[config.mk]
export PLATFORM = sky130hd
export DESIGN_NAME = oam_dma
export DESIGN_NICKNAME = d
export VERILOG_FILES = /design/src/rtl/oam_dma_pkg.sv /design/src/rtl/oam_dma_bus_mux.sv /design/src/rtl/oam_dma.sv
export SDC_FILE = /design/constraint.sdc
export NUM_CORES = 1
export LEC_CHECK = 0
export ABC_CLOCK_PERIOD_IN_PS = 2600
export BUFFER_PORTS_ARGS = -buffer_cell sky130_fd_sc_hd__buf_4
export CAP_MARGIN = 20
export CORE_UTILIZATION = 30
export CTS_CLUSTER_SIZE = 24
export DETAILED_ROUTE_END_ITERATION = 16
export HOLD_SLACK_MARGIN = 0.06
export PLACE_DENSITY = 0.66
export SLEW_MARGIN = 20
export SYNTH_ARGS = -nofsm -noshare
export SYNTH_HDL_FRONTEND = slang
export SYNTH_SLANG_ARGS = --single-unit
[constraint.sdc]
create_clock -name i_clk -period 2.6 [get_ports i_clk]
set_input_delay 0.39 -clock i_clk [delete_from_list [all_inputs] [get_ports i_clk]]
set_output_delay 0.39 -clock i_clk [all_outputs]
set_load 0.02 [all_outputs]
[src/rtl/oam_dma_pkg.sv]
// Shared constants and state encoding for the OAM DMA engine.
// Optional echo-RAM source remap is enabled by defining OAM_DMA_ECHO_REMAP_EN.
package oam_dma_pkg;

  localparam logic [15:0] DMA_REG_ADDR = 16'hFF46;
  localparam logic [15:0] HRAM_LO      = 16'hFF80;
  localparam logic [15:0] HRAM_HI      = 16'hFFFE;

  localparam int unsigned OAM_LEN_DEFAULT = 160;

  typedef enum logic [1:0] {
    StIdle  = 2'd0,
    StStart = 2'd1,
    StXfer  = 2'd2
  } dma_state_e;

  function automatic logic is_hram(input logic [15:0] addr);
    return (addr >= HRAM_LO) && (addr <= HRAM_HI);
  endfunction

endpackage

[src/rtl/oam_dma_bus_mux.sv]
// Combinational bus arbitration between the CPU port and the DMA engine.
// Selects mem_* and cpu_rdata from the DMA state and the CPU address.
module oam_dma_bus_mux
  import oam_dma_pkg::*;
(
  input  logic        i_xfer,
  input  logic        i_dma_rd,
  input  logic [15:0] i_dma_a,
  input  logic [7:0]  i_src_hi,
  input  logic [15:0] i_cpu_a,
  input  logic [7:0]  i_cpu_wdata,
  input  logic        i_cpu_rd,
  input  logic        i_cpu_wr,
  output logic [7:0]  o_cpu_rdata,
  output logic [15:0] o_mem_a,
  output logic [7:0]  o_mem_wdata,
  output logic        o_mem_rd,
  output logic        o_mem_wr,
  input  logic [7:0]  i_mem_rdata
);

  logic w_is_reg;
  logic w_is_hram;

  assign w_is_reg  = (i_cpu_a == DMA_REG_ADDR);
  assign w_is_hram = is_hram(i_cpu_a);

  always_comb begin
    o_mem_a     = i_cpu_a;
    o_mem_wdata = i_cpu_wdata;
    o_mem_rd    = i_cpu_rd;
    o_mem_wr    = i_cpu_wr;
    o_cpu_rdata = i_mem_rdata;

    if (i_xfer) begin
      if (i_dma_rd) begin
        o_mem_a  = i_dma_a;
        o_mem_rd = 1'b1;
        o_mem_wr = 1'b0;
      end else if (!w_is_hram) begin
        // Non-HRAM CPU traffic is blocked for the whole transfer.
        o_mem_rd = 1'b0;
        o_mem_wr = 1'b0;
      end
      if (!w_is_hram || i_dma_rd) begin
        o_cpu_rdata = 8'hFF;
      end
    end

    if (w_is_reg) begin
      o_cpu_rdata = i_src_hi;
    end
  end

endmodule

[src/rtl/oam_dma.sv]
// OAM DMA engine: snoops CPU writes to 0xFF46 and copies OAM_LEN bytes into OAM.
// Define OAM_DMA_ECHO_REMAP_EN to fold echo-RAM sources (0xE0-0xFF) onto WRAM.
module oam_dma
  import oam_dma_pkg::*;
#(
  parameter int unsigned CLKS_PER_BYTE = 4,
  parameter int unsigned OAM_LEN       = OAM_LEN_DEFAULT
) (
  input  logic        i_clk,
  input  logic        i_rst,
  input  logic [15:0] i_cpu_a,
  input  logic [7:0]  i_cpu_wdata,
  input  logic        i_cpu_rd,
  input  logic        i_cpu_wr,
  output logic [7:0]  o_cpu_rdata,
  output logic [15:0] o_mem_a,
  output logic [7:0]  o_mem_wdata,
  output logic        o_mem_rd,
  output logic        o_mem_wr,
  input  logic [7:0]  i_mem_rdata,
  output logic [7:0]  o_oam_a,
  output logic [7:0]  o_oam_wdata,
  output logic        o_oam_we,
  output logic        o_busy
);

  localparam int unsigned PhW = $clog2(CLKS_PER_BYTE);
  localparam logic [PhW-1:0] LastPh   = PhW'(CLKS_PER_BYTE - 1);
  localparam logic [PhW-1:0] RdLastPh = PhW'(CLKS_PER_BYTE - 2);
  localparam logic [7:0]     LastIdx  = 8'(OAM_LEN - 1);

  dma_state_e     r_state, w_state_d;
  logic [PhW-1:0] r_phase, w_phase_d;
  logic [7:0]     r_idx, w_idx_d;
  logic [7:0]     r_src_hi, w_src_hi_d;
  logic [7:0]     r_latch, w_latch_d;
  logic           r_wr_q;

  logic           w_trig;
  logic           w_xfer;
  logic           w_dma_rd;
  logic [7:0]     w_src_eff;
  logic [15:0]    w_dma_a;

  assign w_trig = i_cpu_wr && !r_wr_q && (i_cpu_a == DMA_REG_ADDR);

`ifdef OAM_DMA_ECHO_REMAP_EN
  assign w_src_eff = (r_src_hi >= 8'hE0) ? (r_src_hi - 8'h20) : r_src_hi;
`else
  assign w_src_eff = r_src_hi;
`endif

  assign w_dma_a = {w_src_eff, r_idx};

  always_ff @(posedge i_clk) begin
    if (!i_rst) begin
      r_state  <= StIdle;
      r_phase  <= '0;
      r_idx    <= '0;
      r_src_hi <= 8'hFF;
      r_latch  <= '0;
      r_wr_q   <= 1'b0;
    end else begin
      r_state  <= w_state_d;
      r_phase  <= w_phase_d;
      r_idx    <= w_idx_d;
      r_src_hi <= w_src_hi_d;
      r_latch  <= w_latch_d;
      r_wr_q   <= i_cpu_wr;
    end
  end

  always_comb begin
    w_state_d  = r_state;
    w_phase_d  = r_phase;
    w_idx_d    = r_idx;
    w_src_hi_d = r_src_hi;
    w_latch_d  = r_latch;

    // A trigger restarts from any state; bytes already in OAM stay written.
    if (w_trig) begin
      w_src_hi_d = i_cpu_wdata;
      w_state_d  = StStart;
      w_phase_d  = '0;
      w_idx_d    = '0;
    end else begin
      unique case (r_state)
        StIdle: ;
        StStart: begin
          if (r_phase == LastPh) begin
            w_state_d = StXfer;
            w_phase_d = '0;
          end else begin
            w_phase_d = r_phase + 1'b1;
          end
        end
        StXfer: begin
          if (r_phase == LastPh) begin
            w_phase_d = '0;
            if (r_idx == LastIdx) begin
              w_state_d = StIdle;
              w_idx_d   = '0;
            end else begin
              w_idx_d = r_idx + 8'd1;
            end
          end else begin
            w_phase_d = r_phase + 1'b1;
            if (r_phase == RdLastPh) begin
              w_latch_d = i_mem_rdata;
            end
          end
        end
        default: w_state_d = StIdle;
      endcase
    end
  end

  always_comb begin
    w_xfer      = (r_state == StXfer);
    w_dma_rd    = w_xfer && (r_phase != '0) && (r_phase != LastPh);
    o_oam_we    = w_xfer && (r_phase == LastPh);
    o_oam_a     = r_idx;
    o_oam_wdata = r_latch;
    o_busy      = (r_state != StIdle);
  end

  oam_dma_bus_mux u_bus_mux (
    .i_xfer      (w_xfer),
    .i_dma_rd    (w_dma_rd),
    .i_dma_a     (w_dma_a),
    .i_src_hi    (r_src_hi),
    .i_cpu_a     (i_cpu_a),
    .i_cpu_wdata (i_cpu_wdata),
    .i_cpu_rd    (i_cpu_rd),
    .i_cpu_wr    (i_cpu_wr),
    .o_cpu_rdata (o_cpu_rdata),
    .o_mem_a     (o_mem_a),
    .o_mem_wdata (o_mem_wdata),
    .o_mem_rd    (o_mem_rd),
    .o_mem_wr    (o_mem_wr),
    .i_mem_rdata (i_mem_rdata)
  );

endmodule

==> key figures <==
Worst setup path
  – Worst path max stage delay: 640 ps
  – Crit-path max FO: 9
  – Critical path startpoint category: input port
  – Buf+Inv Stages, Crit Path: 2
  – R2R Setup Slk: 620 ps
  – Cell family with most CP delay: simple AND/OR/NAND/NOR gates
  – Crit path cell chain: buf_4, or4_4, or4_1, nor2_1, a21oi_1, buf_4
  – Critical path type: in -> out
  – CP endpoint kind: output port
  – Req. time, crit path: 2210 ps
  – Most used cell, CP: buf_4
  – CP max-delay cell: or4_1
  – Arrival time at the worst endpoint: 2080 ps

Timing
  – Final Cycle Share: 95.08%
  – RSZ-0062 raised after global routing: false
  – Final Max Slew Viols: 0
  – Hold Fails Final Rpt: 0
  – FMAX: 404.5 MHz
  – Final setup viols: 0
  – Tightest Pin Transition: 763.0 ps
  – Rel. slew slack: 48.98%
  – Clk_skew: 7.580 ps
  – Setup TNS: 0 ps
  – Final worst path period need: 2472 ps

Clocking
  – Clk_lat worst skew: 280 ps
  – CTS Buf Count: 5
  – Maximum clock insertion buffer count: 2
  – Post-CTS Resized: 0
  – Post-CTS Setup Bufs: 0
  – Hold-fix buffers, CTS: 0
  – CTS Root Cell: clkbuf_8
  – TritonCTS clock tree: done
  – Clock-pin transition on the worst setup and hold timing paths: 60 ps
  – CTS Sinks: 29
  – H-tree Lvls: 2

Finish
  – Filler instances: 589
  – FF/Latch Area: 580.6 sq um
  – Layout cell share with drive strength beyond 1: 38.80%
  – Multi-input gate area in the final layout: 1182 sq um
  – Final core area utilization: 44.90%
  – Antenna diodes: 0
  – Final #Nets: 359
  – Area Growth Syn to Fin: 41.79%

Power
  – Leakage: 0.001084 uW
  – Peak VDD IR: 230.0 uV
  – Sw Pwr: 271.8 uW
  – Combinational power share: 16.8%
  – Sw Ratio: 24.32%
  – Power per cell area: 410.7 nW/um^2
  – Power Internal: 845.8 uW
  – Reg power frac: 39.9%
  – Clock share of power: 43.4%

Floorplan
  – Row count: 28
  – Initial cell density of the core: 31.67%
  – Die height: 81.99 um
  – Die area: 6722 sq um
  – Die Wd: 81.99 um
  – Core footprint: 6061 sq um
  – Ports: 88

Detailed routing
  – Via count: 2027
  – Post-DRT Antenna Nets: 0
  – WL/cell: 13.75 um
  – Pre-Repair DR Iteration Count: 4
  – Initial DRC count: 109
  – Drt via density: 5.171
  – Remaining DRCs: 0
  – Final WL: 5.391 mm

Placed design
  – Post-DP HPWL: 4.090 mm
  – GP Congestion: 0.8363
  – # port buffers: 87

Global route
  – Number of global-route vias before repair: 1825
  – Initial antenna violation count: 0
  – First-pass GRT wire length: 8.694 mm
  – Largest net degree at the start of global routing: 38
  – Grt total ovfl: 0
  – GRT Overall Usage: 16.93%

Synthesis
  – Yosys top cell by area: dfxtp_1
  – Number of flops mapped to enable cells by yosys: 0
  – Mapped cell area: 1919 sq um
  – Yosys reg bits: 29
  – Syn Nets: 284
  – Main synth FF type: dfxtp_1
  – Sequential-to-total area share from yosys stat: 30.25%
  – Post-Synthesis Cells: 241
  – Synth top area share: 30.25%
  – Distinct cells, synth: 43
  – Synthesis Warnings: 0
  – Syn Area/Cell: 7.964 sq um
  – Ranking of synthesized cells by area: dfxtp_1 30%, mux2_2 9.4%, nor2_1 5.7%, nand3_1 5.0%, ha_1 4.6%
  – Async S/R FF share, synth: 0%

Status
  – Status: finished clean

Hold path
  – Worst min-delay path category: in -> reg

Job
  – # Max-Cap Violations: 0
routing by layer:
metal | global-route usage, % | up-vias | routed length, um
li1 | - | 1019 | -
met1 | 22.92 | 942 | 2555
met2 | 25.79 | 55 | 2494
met3 | 3.889 | 11 | 235
met4 | 6.491 | 0 | 105
met5 | 0 | - | 0
worst paths after layout:
check | start | endpoint | cells after the start
worst max register to register | o_oam_a[0] | r_state[1] | 5
worst max-delay path | i_cpu_a[3] | o_cpu_rdata[3] | 6
worst min-delay path | i_cpu_wr | r_wr_q | 2
worst min register to register | r_state[0] | r_state[0] | 2
power by group through the flow:
stage | clock network, uW | logic, uW | registers, uW
2_1_floorplan | 0 | 96.2 | 455
3_3_place_gp | 0 | 186 | 455
3_5_place_dp | 0 | 187 | 455
4_1_cts | 494 | 188 | 445
5_1_grt | 518 | 202 | 445
6_report | 485 | 187 | 445
sequential cells by signal, summed over array words and instances (netlist names):
signal,flops
r_phase,2
o_oam_a,8
o_oam_wdata,8
r_state,2
r_wr_q,1
r_src_hi,8
cells in the final DEF (no fill, tap or decap), drive strengths merged, types with 3 or more instances in the layout:
master	count
dfxtp	29
mux2	16
ha	7
xnor2	4
nor3	11
nand3	19
o21ai	10
clkbuf	7
a21oi	10
a31oi	8
or4	3
xor2	3
inv	8
nand4	14
nor2	29
o311ai	8
buf	94
nand2	16
logic make-up (layout without fill, tap and decap cells):
kind of cell    Yosys count  count (layout)  synth area share [%]
fa+ha+maj                 7               7                 4.563
flops                    29              29                 30.25
xor+xnor                  7               7                 3.194
simple gates            102             102                 26.40
mux                      17              17                 9.909
compound gates           45              45                 16.82
buf+inv                  34             110                 8.866
per-stage QoR:
stage	area (sq um)	hold WS (ps)	total power, uW	cells	setup slack, ps
after global routing	2721	336.7	1165	392	17.02
after CTS	2721	330.1	1127	392	131.7
after global placement	2605	464.6	641.5	384	158.7
final	2721	335.8	1118	392	128.0
after floorplan	1919	446.7	551.4	241	224.1
after detailed placement	2605	464.4	642.6	384	132.8
cell usage after synthesis (3+ instances only):
| library cell | n |
|---|---|
| buf_4 | 9 |
| nor2_1 | 29 |
| nand3_1 | 19 |
| ha_1 | 7 |
| nand4_1 | 14 |
| nand2_1 | 16 |
| xor2_1 | 3 |
| mux2_2 | 16 |
| nor3_1 | 11 |
| a31oi_1 | 8 |
| clkbuf_1 | 13 |
| xnor2_1 | 4 |
| o21ai_0 | 8 |
| inv_1 | 8 |
| o311ai_0 | 6 |
| a21oi_1 | 10 |
| dfxtp_1 | 29 |
layout make-up:
type                    count  share of cell area [%]
well taps                  75                   3.448
repair buffers             94                   26.39
flip-flops and latches     29                   21.33
clock buffers               7                   3.172
inverters                   8                   1.103
clock inverters             1                   1.103
multi-input cells         178                   43.45
No activity file was read; power rests on OpenSTA's default activity.
